File: src/rtl/serial_sub_3b_if.sv
// serial_sub_3b_if: request/result bundle for the 3-bit serial subtractor.
//   start, A, B, Bin : request and operands (producer -> subtractor)
//   ack              : consumer acknowledge of the result
//   busy, done, D    : status and registered result (subtractor -> consumer)
interface serial_sub_3b_if;
  logic       start;
  logic [2:0] A;
  logic [2:0] B;
  logic       Bin;
  logic       ack;
  logic       busy;
  logic       done;
  logic [3:0] D;

  // Producer / consumer side
  modport master (
    output start, A, B, Bin, ack,
    input  busy, done, D
  );

  // Subtractor side
  modport slave (
    input  start, A, B, Bin, ack,
    output busy, done, D
  );
endinterface

File: src/rtl/serial_sub_3b.sv
// serial_sub_3b: bit-serial 3-bit subtractor, LSB first, one bit per cycle.
// Computes D = {borrow_out, (A - B - Bin) mod 8} with fixed 3-cycle RUN phase,
// then holds the result in DONE until acknowledged.
//   clk   : clock, rising edge
//   rst_n : asynchronous active-low reset
//   bus   : slave side of serial_sub_3b_if (start/A/B/Bin/ack in, busy/done/D out)
module serial_sub_3b (
  input  logic                  clk,
  input  logic                  rst_n,
  serial_sub_3b_if.slave        bus
);

  localparam int unsigned OP_W  = 3;
  localparam int unsigned IDX_W = 2;
  localparam int unsigned D_W   = OP_W + 1;

  localparam logic [1:0] ST_IDLE = 2'b00;
  localparam logic [1:0] ST_RUN  = 2'b01;
  localparam logic [1:0] ST_DONE = 2'b10;

  logic [1:0]       state_q, state_d;
  logic [OP_W-1:0]  a_q, a_d;
  logic [OP_W-1:0]  b_q, b_d;
  logic [IDX_W-1:0] idx_q, idx_d;
  logic             br_q, br_d;
  logic [OP_W-1:0]  diff_q, diff_d;
  logic             busy_q, busy_d;
  logic             done_q, done_d;
  logic [D_W-1:0]   d_q, d_d;

  // Current bit slice: operands shift right so bit 0 is always the active bit
  logic ai_c, bi_c, di_c, br_nxt_c;

  always_comb begin
    ai_c     = a_q[0];
    bi_c     = b_q[0];
    di_c     = ai_c ^ bi_c ^ br_q;
    br_nxt_c = (~ai_c & bi_c) | (~(ai_c ^ bi_c) & br_q);
  end

  // Next-state and registered-output logic
  always_comb begin
    state_d = state_q;
    a_d     = a_q;
    b_d     = b_q;
    idx_d   = idx_q;
    br_d    = br_q;
    diff_d  = diff_q;
    busy_d  = busy_q;
    done_d  = done_q;
    d_d     = d_q;

    case (state_q)
      ST_IDLE: begin
        if (bus.start) begin
          a_d     = bus.A;
          b_d     = bus.B;
          br_d    = bus.Bin;
          idx_d   = '0;
          diff_d  = '0;
          busy_d  = 1'b1;
          state_d = ST_RUN;
        end
      end

      ST_RUN: begin
        a_d    = a_q >> 1;
        b_d    = b_q >> 1;
        br_d   = br_nxt_c;
        // Difference bits enter at the MSB and shift down; after 3 bits
        // the register holds {d2, d1, d0}.
        diff_d = {di_c, diff_q[OP_W-1:1]};
        idx_d  = idx_q + IDX_W'(1);
        if (idx_q == IDX_W'(OP_W - 1)) begin
          d_d     = {br_nxt_c, di_c, diff_q[OP_W-1:1]};
          busy_d  = 1'b0;
          done_d  = 1'b1;
          state_d = ST_DONE;
        end
      end

      ST_DONE: begin
        // start is ignored here, even when it arrives together with ack
        if (bus.ack) begin
          done_d  = 1'b0;
          state_d = ST_IDLE;
        end
      end

      default: begin
        busy_d  = 1'b0;
        done_d  = 1'b0;
        state_d = ST_IDLE;
      end
    endcase
  end

  // State and output registers
  always_ff @(posedge clk or negedge rst_n) begin
    if (!rst_n) begin
      state_q <= ST_IDLE;
      a_q     <= '0;
      b_q     <= '0;
      idx_q   <= '0;
      br_q    <= 1'b0;
      diff_q  <= '0;
      busy_q  <= 1'b0;
      done_q  <= 1'b0;
      d_q     <= '0;
    end else begin
      state_q <= state_d;
      a_q     <= a_d;
      b_q     <= b_d;
      idx_q   <= idx_d;
      br_q    <= br_d;
      diff_q  <= diff_d;
      busy_q  <= busy_d;
      done_q  <= done_d;
      d_q     <= d_d;
    end
  end

  assign bus.busy = busy_q;
  assign bus.done = done_q;
  assign bus.D    = d_q;

endmodule
File: src/flat_wrapper.sv
// flat-port wrapper written by rule: the top's interface ports become plain ports
module serial_sub_3b_flat 
  (clk, rst_n, bus_start, bus_A, bus_B, bus_Bin, bus_ack, bus_busy, bus_done, bus_D);
  serial_sub_3b_if bus_i ();
  input  logic clk;
  input  logic rst_n;
  input wire logic [$bits(bus_i.start)-1:0] bus_start;
  input wire logic [$bits(bus_i.A)-1:0] bus_A;
  input wire logic [$bits(bus_i.B)-1:0] bus_B;
  input wire logic [$bits(bus_i.Bin)-1:0] bus_Bin;
  input wire logic [$bits(bus_i.ack)-1:0] bus_ack;
  output wire logic [$bits(bus_i.busy)-1:0] bus_busy;
  output wire logic [$bits(bus_i.done)-1:0] bus_done;
  output wire logic [$bits(bus_i.D)-1:0] bus_D;
  assign bus_i.start = bus_start;
  assign bus_i.A = bus_A;
  assign bus_i.B = bus_B;
  assign bus_i.Bin = bus_Bin;
  assign bus_i.ack = bus_ack;
  assign bus_busy = bus_i.busy;
  assign bus_done = bus_i.done;
  assign bus_D = bus_i.D;
  serial_sub_3b u_core (.clk(clk), .rst_n(rst_n), .bus(bus_i));
endmodule
File: config.mk
export PLATFORM = sky130hd
export DESIGN_NAME = serial_sub_3b_flat
export DESIGN_NICKNAME = d
export VERILOG_FILES = /design/src/rtl/serial_sub_3b_if.sv /design/src/rtl/serial_sub_3b.sv /design/src/flat_wrapper.sv
export SDC_FILE = /design/constraint.sdc
export NUM_CORES = 1
export LEC_CHECK = 0
export ABC_AREA = 1
export CORE_ASPECT_RATIO = 1.1
export CORE_MARGIN = 4
export CORE_UTILIZATION = 44
export DETAILED_ROUTE_END_ITERATION = 10
export PLACE_DENSITY = 0.69
export REMOVE_ABC_BUFFERS = 1
export SYNTH_ARGS = -nofsm -noshare
export SYNTH_HDL_FRONTEND = slang
export SYNTH_SLANG_ARGS = --single-unit
File: constraint.sdc
create_clock -name clk -period 1.2 [get_ports clk]
set_input_delay 0.24 -clock clk [delete_from_list [all_inputs] [get_ports clk]]
set_output_delay 0.24 -clock clk [all_outputs]
set_load 0.005 [all_outputs]
Word level (Yosys, flattened, before mapping)
Index checks and enable logic that the tools add are counted.
{"block": "totals", "ff_bits": 20, "word_cells": 52, "out_inout_bits": 6}
{"block": "op_classes", "bitwise_logic": 9, "mux": 20, "reduce_logical": 7, "addsub": 1, "eq_ne": 6}
{"cell": "$pmux 3 s2", "n": 3}
{"cell": "$mux 3", "n": 3}
{"cell": "$reduce_and 3->1", "n": 3}
{"cell": "$mux 2", "n": 4}
{"cell": "$pmux 1 s3", "n": 2}
{"cell": "$pmux 2 s3", "n": 1}
{"cell": "$mux 1", "n": 5}
{"cell": "$eq 2x2->1 const B", "n": 2}
{"cell": "$ne 2x2->1 const B", "n": 2}
{"cell": "$not 1->1", "n": 4}
{"cell": "$pmux 2 s2", "n": 1}
{"cell": "$reduce_and 2->1", "n": 2}
{"cell": "$add 2x1->2 const B", "n": 1}
{"cell": "$and 1x1->1", "n": 2}
{"cell": "$eq 2x1->1 const B", "n": 1}
{"cell": "$logic_not 2->1", "n": 1}
{"cell": "$ne 2x1->1 const B", "n": 1}
{"cell": "$pmux 1 s2", "n": 1}
{"cell": "$reduce_bool 2->1", "n": 1}
{"cell": "$xor 1x1->1", "n": 2}
{"cell": "$or 1x1->1", "n": 1}

Longest topological paths before layout
{"block": "depth", "ltp_word": 5, "mapped_depth": 7, "depth_no_buf": 6}

Worst setup path before layout
OpenSTA, ideal clock, no wires.
{"block": "synth_path", "path_type": "reg2reg", "start": "register u_core.b_q[0]", "end": "register u_core.d_q[2], in the netlist u_core.bus.D[2]", "stages_incl_launch_ff": 5, "period_less_slack_ns": 1.109, "slack_ns": 0.091, "arrival_time_ns": 1.043, "n_path_buf": 0, "path_cell_list": "dfrtp_1 inv_1 fa_1 nand3_1 nand2_1"}
{"block": "synth_via", "elab_chain_len": 2}
{"element": "start: declaration", "line_no": "serial_sub_3b.sv:23", "rtl": "logic [OP_W-1:0] b_q, b_d;"}
{"element": "start signal: assignment", "line_no": "serial_sub_3b.sv:103", "rtl": "b_q <= '0;"}
{"element": "start signal: assignment", "line_no": "serial_sub_3b.sv:113", "rtl": "b_q <= b_d;"}
{"element": "$xor 1x1->1 (2 in a row)", "line_no": "serial_sub_3b.sv:37", "rtl": "di_c = ai_c ^ bi_c ^ br_q;"}
{"element": "named net u_core.di_c", "line_no": "serial_sub_3b.sv:32", "rtl": "logic ai_c, bi_c, di_c, br_nxt_c;"}
{"element": "end signal: assignment", "line_no": "serial_sub_3b.sv:109", "rtl": "d_q <= '0;"}
{"element": "end signal: assignment", "line_no": "serial_sub_3b.sv:119", "rtl": "d_q <= d_d;"}
{"element": "end: declaration", "line_no": "serial_sub_3b.sv:29", "rtl": "logic [D_W-1:0] d_q, d_d;"}
The timed path passes the listed nets, and every way through them passes these cells.
A chain may end at the register's enable or synchronous reset.

Worst setup path after layout
{"block": "layout_path", "start": "register u_core.b_q[0]", "end": "register u_core.diff_q[2]"}
{"block": "layout_via", "elab_chain_len": 3}
{"element": "$xor 1x1->1 (2 in a row)", "line_no": "serial_sub_3b.sv:37"}
{"element": "named net u_core.di_c", "line_no": "serial_sub_3b.sv:32"}
{"element": "$pmux 3 s2", "line_no": "serial_sub_3b.sv:53", "rtl": "case (state_q)"}
{"element": "end signal: assignment", "line_no": "serial_sub_3b.sv:116", "rtl": "diff_q <= diff_d;"}
{"element": "end: declaration", "line_no": "serial_sub_3b.sv:26", "rtl": "logic [OP_W-1:0] diff_q, diff_d;"}
The timed path passes the listed nets, and every way through them passes these cells.

==> impl_metrics.csv <==
group,metric,value,unit
logic_synthesis,async_flop_share,100.0,%
setup_path,critPathCaptureType,"flop",
global_routing,grt_use_total,12.66,%
logic_synthesis,synth_adder_area_share,3.426,%
global_routing,grt_pass1_wl,2.863,mm
timing,clock_skew,0.003070,ns
power_and_ir_drop,switchingPower,1.228,mW
setup_path,crit_chain,"inv_2 > fa_2 > nand2_1 > o21ai_2",
timing,hold_viol,0,
timing,slew_viol_final,0,
clock_tree,cts_root_buf,"clkbuf_4",
global_routing,antenna_found_initial,0,
setup_path,cp.required,1.43,ns
min_path,hold_class,"in -> async",
setup_path,worstPathArrival,1.41,ns
setup_path,critical-path-top-delay-family,"adder cells",
clock_tree,clock-sinks,19,
timing,rsz0062_at_grt,"true",
drt,routed_wl,1.633,mm
drt,vias_per_cell,4.601,
global_routing,grt_max_degree,20,
cells_and_area,fill_cells,182,
drt,final_antenna_net_count,0,
cells_and_area,register_area,475.5,um^2
floorplan,pin_count,17,
timing,worstMarginPinSlew,0.2669,ns
logic_synthesis,syn_area_per_cell,9.044,um^2
global_routing,grt.overflow.total,0,
power_and_ir_drop,combPwrFrac,52.2,%
drt,drc,0,
logic_synthesis,synth_top_family_by_area,"simple AND/OR/NAND/NOR gates",
logic_synthesis,synth-edff-count,0,
setup_path,crit_path_top_delay_cell,"fa_2",
clock_tree,clk_latency,0.29,ns
floorplan,die_h,56.73,um
place,placed_cell_area,1136,um^2
cells_and_area,final_cell_area,1201,um^2
drt,vias,727,
global_routing,grt_pass1_vias,703,
setup_path,start_kind,"flop",
power_and_ir_drop,internal_power,1.748,mW
logic_synthesis,synth_xor_area_share,0,%
logic_synthesis,synthTopCellsByCount,"nand2_1, dfrtp_1, inv_1",
setup_path,cp_max_fo,2,
job,cap_violations,0,
timing,finalCritPeriodShare,98.45,%
floorplan,core,2021,um^2
logic_synthesis,postSynthCellCount,105,
clock_tree,cts_tree,"yes",
place,place_congestion,0.7672,
run_status,status,"complete, no violations",
place,port_buffers,16,
timing,relSlewSlack,82.21,%
timing,setup_violations,0,
logic_synthesis,yosys.area.top_type,"dfrtp_1",
power_and_ir_drop,netSwitchingFraction,41.28,%
timing,whs,0.2705,ns
floorplan,initial_core_util,47.00,%
clock_tree,cts_buffer_depth,2,
logic_synthesis,ys_warn_count,0,
power_and_ir_drop,total_leakage_power,0.6202,nW
cells_and_area,n_antenna_cell,0,
logic_synthesis,synth-compound-area-share,7.773,%
logic_synthesis,synth.cell_area,949.7,um^2
drt,first_iter_violations,7,
floorplan,rows,17,
cells_and_area,nets,144,
setup_path,crit_buf_inv,1,
power_and_ir_drop,total_power,2.976,mW
clock_tree,numCtsBuffers,3,
timing,min_period,1.181,ns
cells_and_area,multi_input_area,372.9,um^2
clock_tree,h-tree-depth,1,
setup_path,cp_slowest_stage_delay,0.58,ns
logic_synthesis,synth_flop_cell,"dfrtp_1",
power_and_ir_drop,power_density,2478,nW/um^2
logic_synthesis,ys_seq_elements,19,
logic_synthesis,synthSimpleGateAreaFrac,27.27,%
cells_and_area,area.growth.synth_to_final,26.48,%
power_and_ir_drop,p_clk_share,10.6,%
logic_synthesis,ys_seq_area_share,50.07,%
power_and_ir_drop,vdd_drop_max,0.9770,mV
floorplan,die_area,2966,um^2
logic_synthesis,netlist.area_leader.share,50.07,%
setup_path,path_class,"reg -> reg",
floorplan,chipWidth,52.30,um
logic_synthesis,synth_area_leaders,"dfrtp_1, nand2_1, nand3_1, inv_1, o21ai_2",
setup_path,worstSetupStartpoint,"u_core.b_q[0]",
clock_tree,clkTransAtPathRegs,0.11,ns
drt,avgRoutedWirePerCell,10.34,um
setup_path,regToRegStartpoint,"u_core.b_q[0]",
logic_synthesis,yosysUniqueCellTypes,19,
logic_synthesis,yosysMostFrequentCell,"nand2_1",
place,dp_hpwl,1.237,mm
cells_and_area,drive_gt1_share,22.31,%
power_and_ir_drop,p_seq_share,37.2,%
drt,first_pass_iters,4,
timing,tns,0,ns
logic_synthesis,synth.area.mux_share,0,%
timing,fmaxAchievable,0.8465,GHz
## sequential cells by signal, indices dropped and copies added (netlist names), 2 cells and up
signal / count
u_core.b_q: 3
u_core.bus.D: 4
u_core.diff_q: 2
u_core.a_q: 3
u_core.idx_q: 2
u_core.state_q: 2
## layer usage
metal  vias to the layer above  track usage [%]  routed length [um]
met3                         2            2.387                  72
met5                         -                0                   0
met4                         0            5.474                   6
li1                        376                -                   -
met2                        13            20.92                 848
met1                       336            15.64                 706
## logic make-up (layout without fill, tap and decap cells)
kind of cell,count (synthesis),in the layout
compound gates,11,11
fa+ha+maj,2,2
flops,19,19
buf+inv,22,47
simple gates,51,51
## through the flow
stage               utilization [%]  std cells  setup slack [ns]
floorplan                         -        103           0.09143
global route                  59.44        158          -0.02502
global placement              56.22        150          -0.04416
finish                        59.44        158           0.01862
detailed placement            56.22        150          -0.06682
CTS                           57.28        154          0.001581
## what timing repair did
action / CTS / global route
hold buffers: 0 / 0
resized for setup: 8 / 8
buffers inserted: 0 / 4
endpoints found under the setup margin: 7 / 7
pin swaps: 2 / 3
## power by group through the flow
stage / clock network [mW] / registers [mW] / logic, mW
final: 0.316 / 1.11 / 1.55
after global routing: 0.368 / 1.14 / 1.78
after CTS: 0.335 / 1.10 / 1.46
after detailed placement: 0 / 1.11 / 1.51
after global placement: 0 / 1.10 / 1.47
after floorplan: 0 / 1.13 / 0.974
## final cells by class
| cell class | count | area share [%] |
|---|---|---|
| sequential | 19 | 39.58 |
| multi-input combinational | 64 | 31.04 |
| timing repair buffer | 23 | 17.71 |
| inverter | 20 | 6.458 |
| tap | 28 | 2.917 |
| clock buffer | 3 | 1.875 |
| clock inverter | 1 | 0.4167 |
## placed cells by master (no fill, tap or decap), types with 5 or more instances in the layout
cell type	netlist	final
nand3_1	14	13
inv_1	18	16
buf_4	0	7
clkdlybuf4s50_1	0	10
nand2_1	28	28
clkdlybuf4s15_1	0	6
dfrtp_1	19	19
o21ai_2	5	5
## path summary, 6_finish.rpt
path / to / slack, ns / depth (start not counted)
max: u_core.diff_q[2] / 0.02 / 4
min reg2reg: u_core.diff_q[1] / 0.49 / 2
min in group clk: u_core.diff_q[1] / 0.49 / 2
max in group asynchronous: u_core.bus.done / 0.73 / 2
min: u_core.state_q[1] / 0.27 / 2
max reg2reg: u_core.diff_q[2] / 0.02 / 4
(Power assumes the default switching activity.)
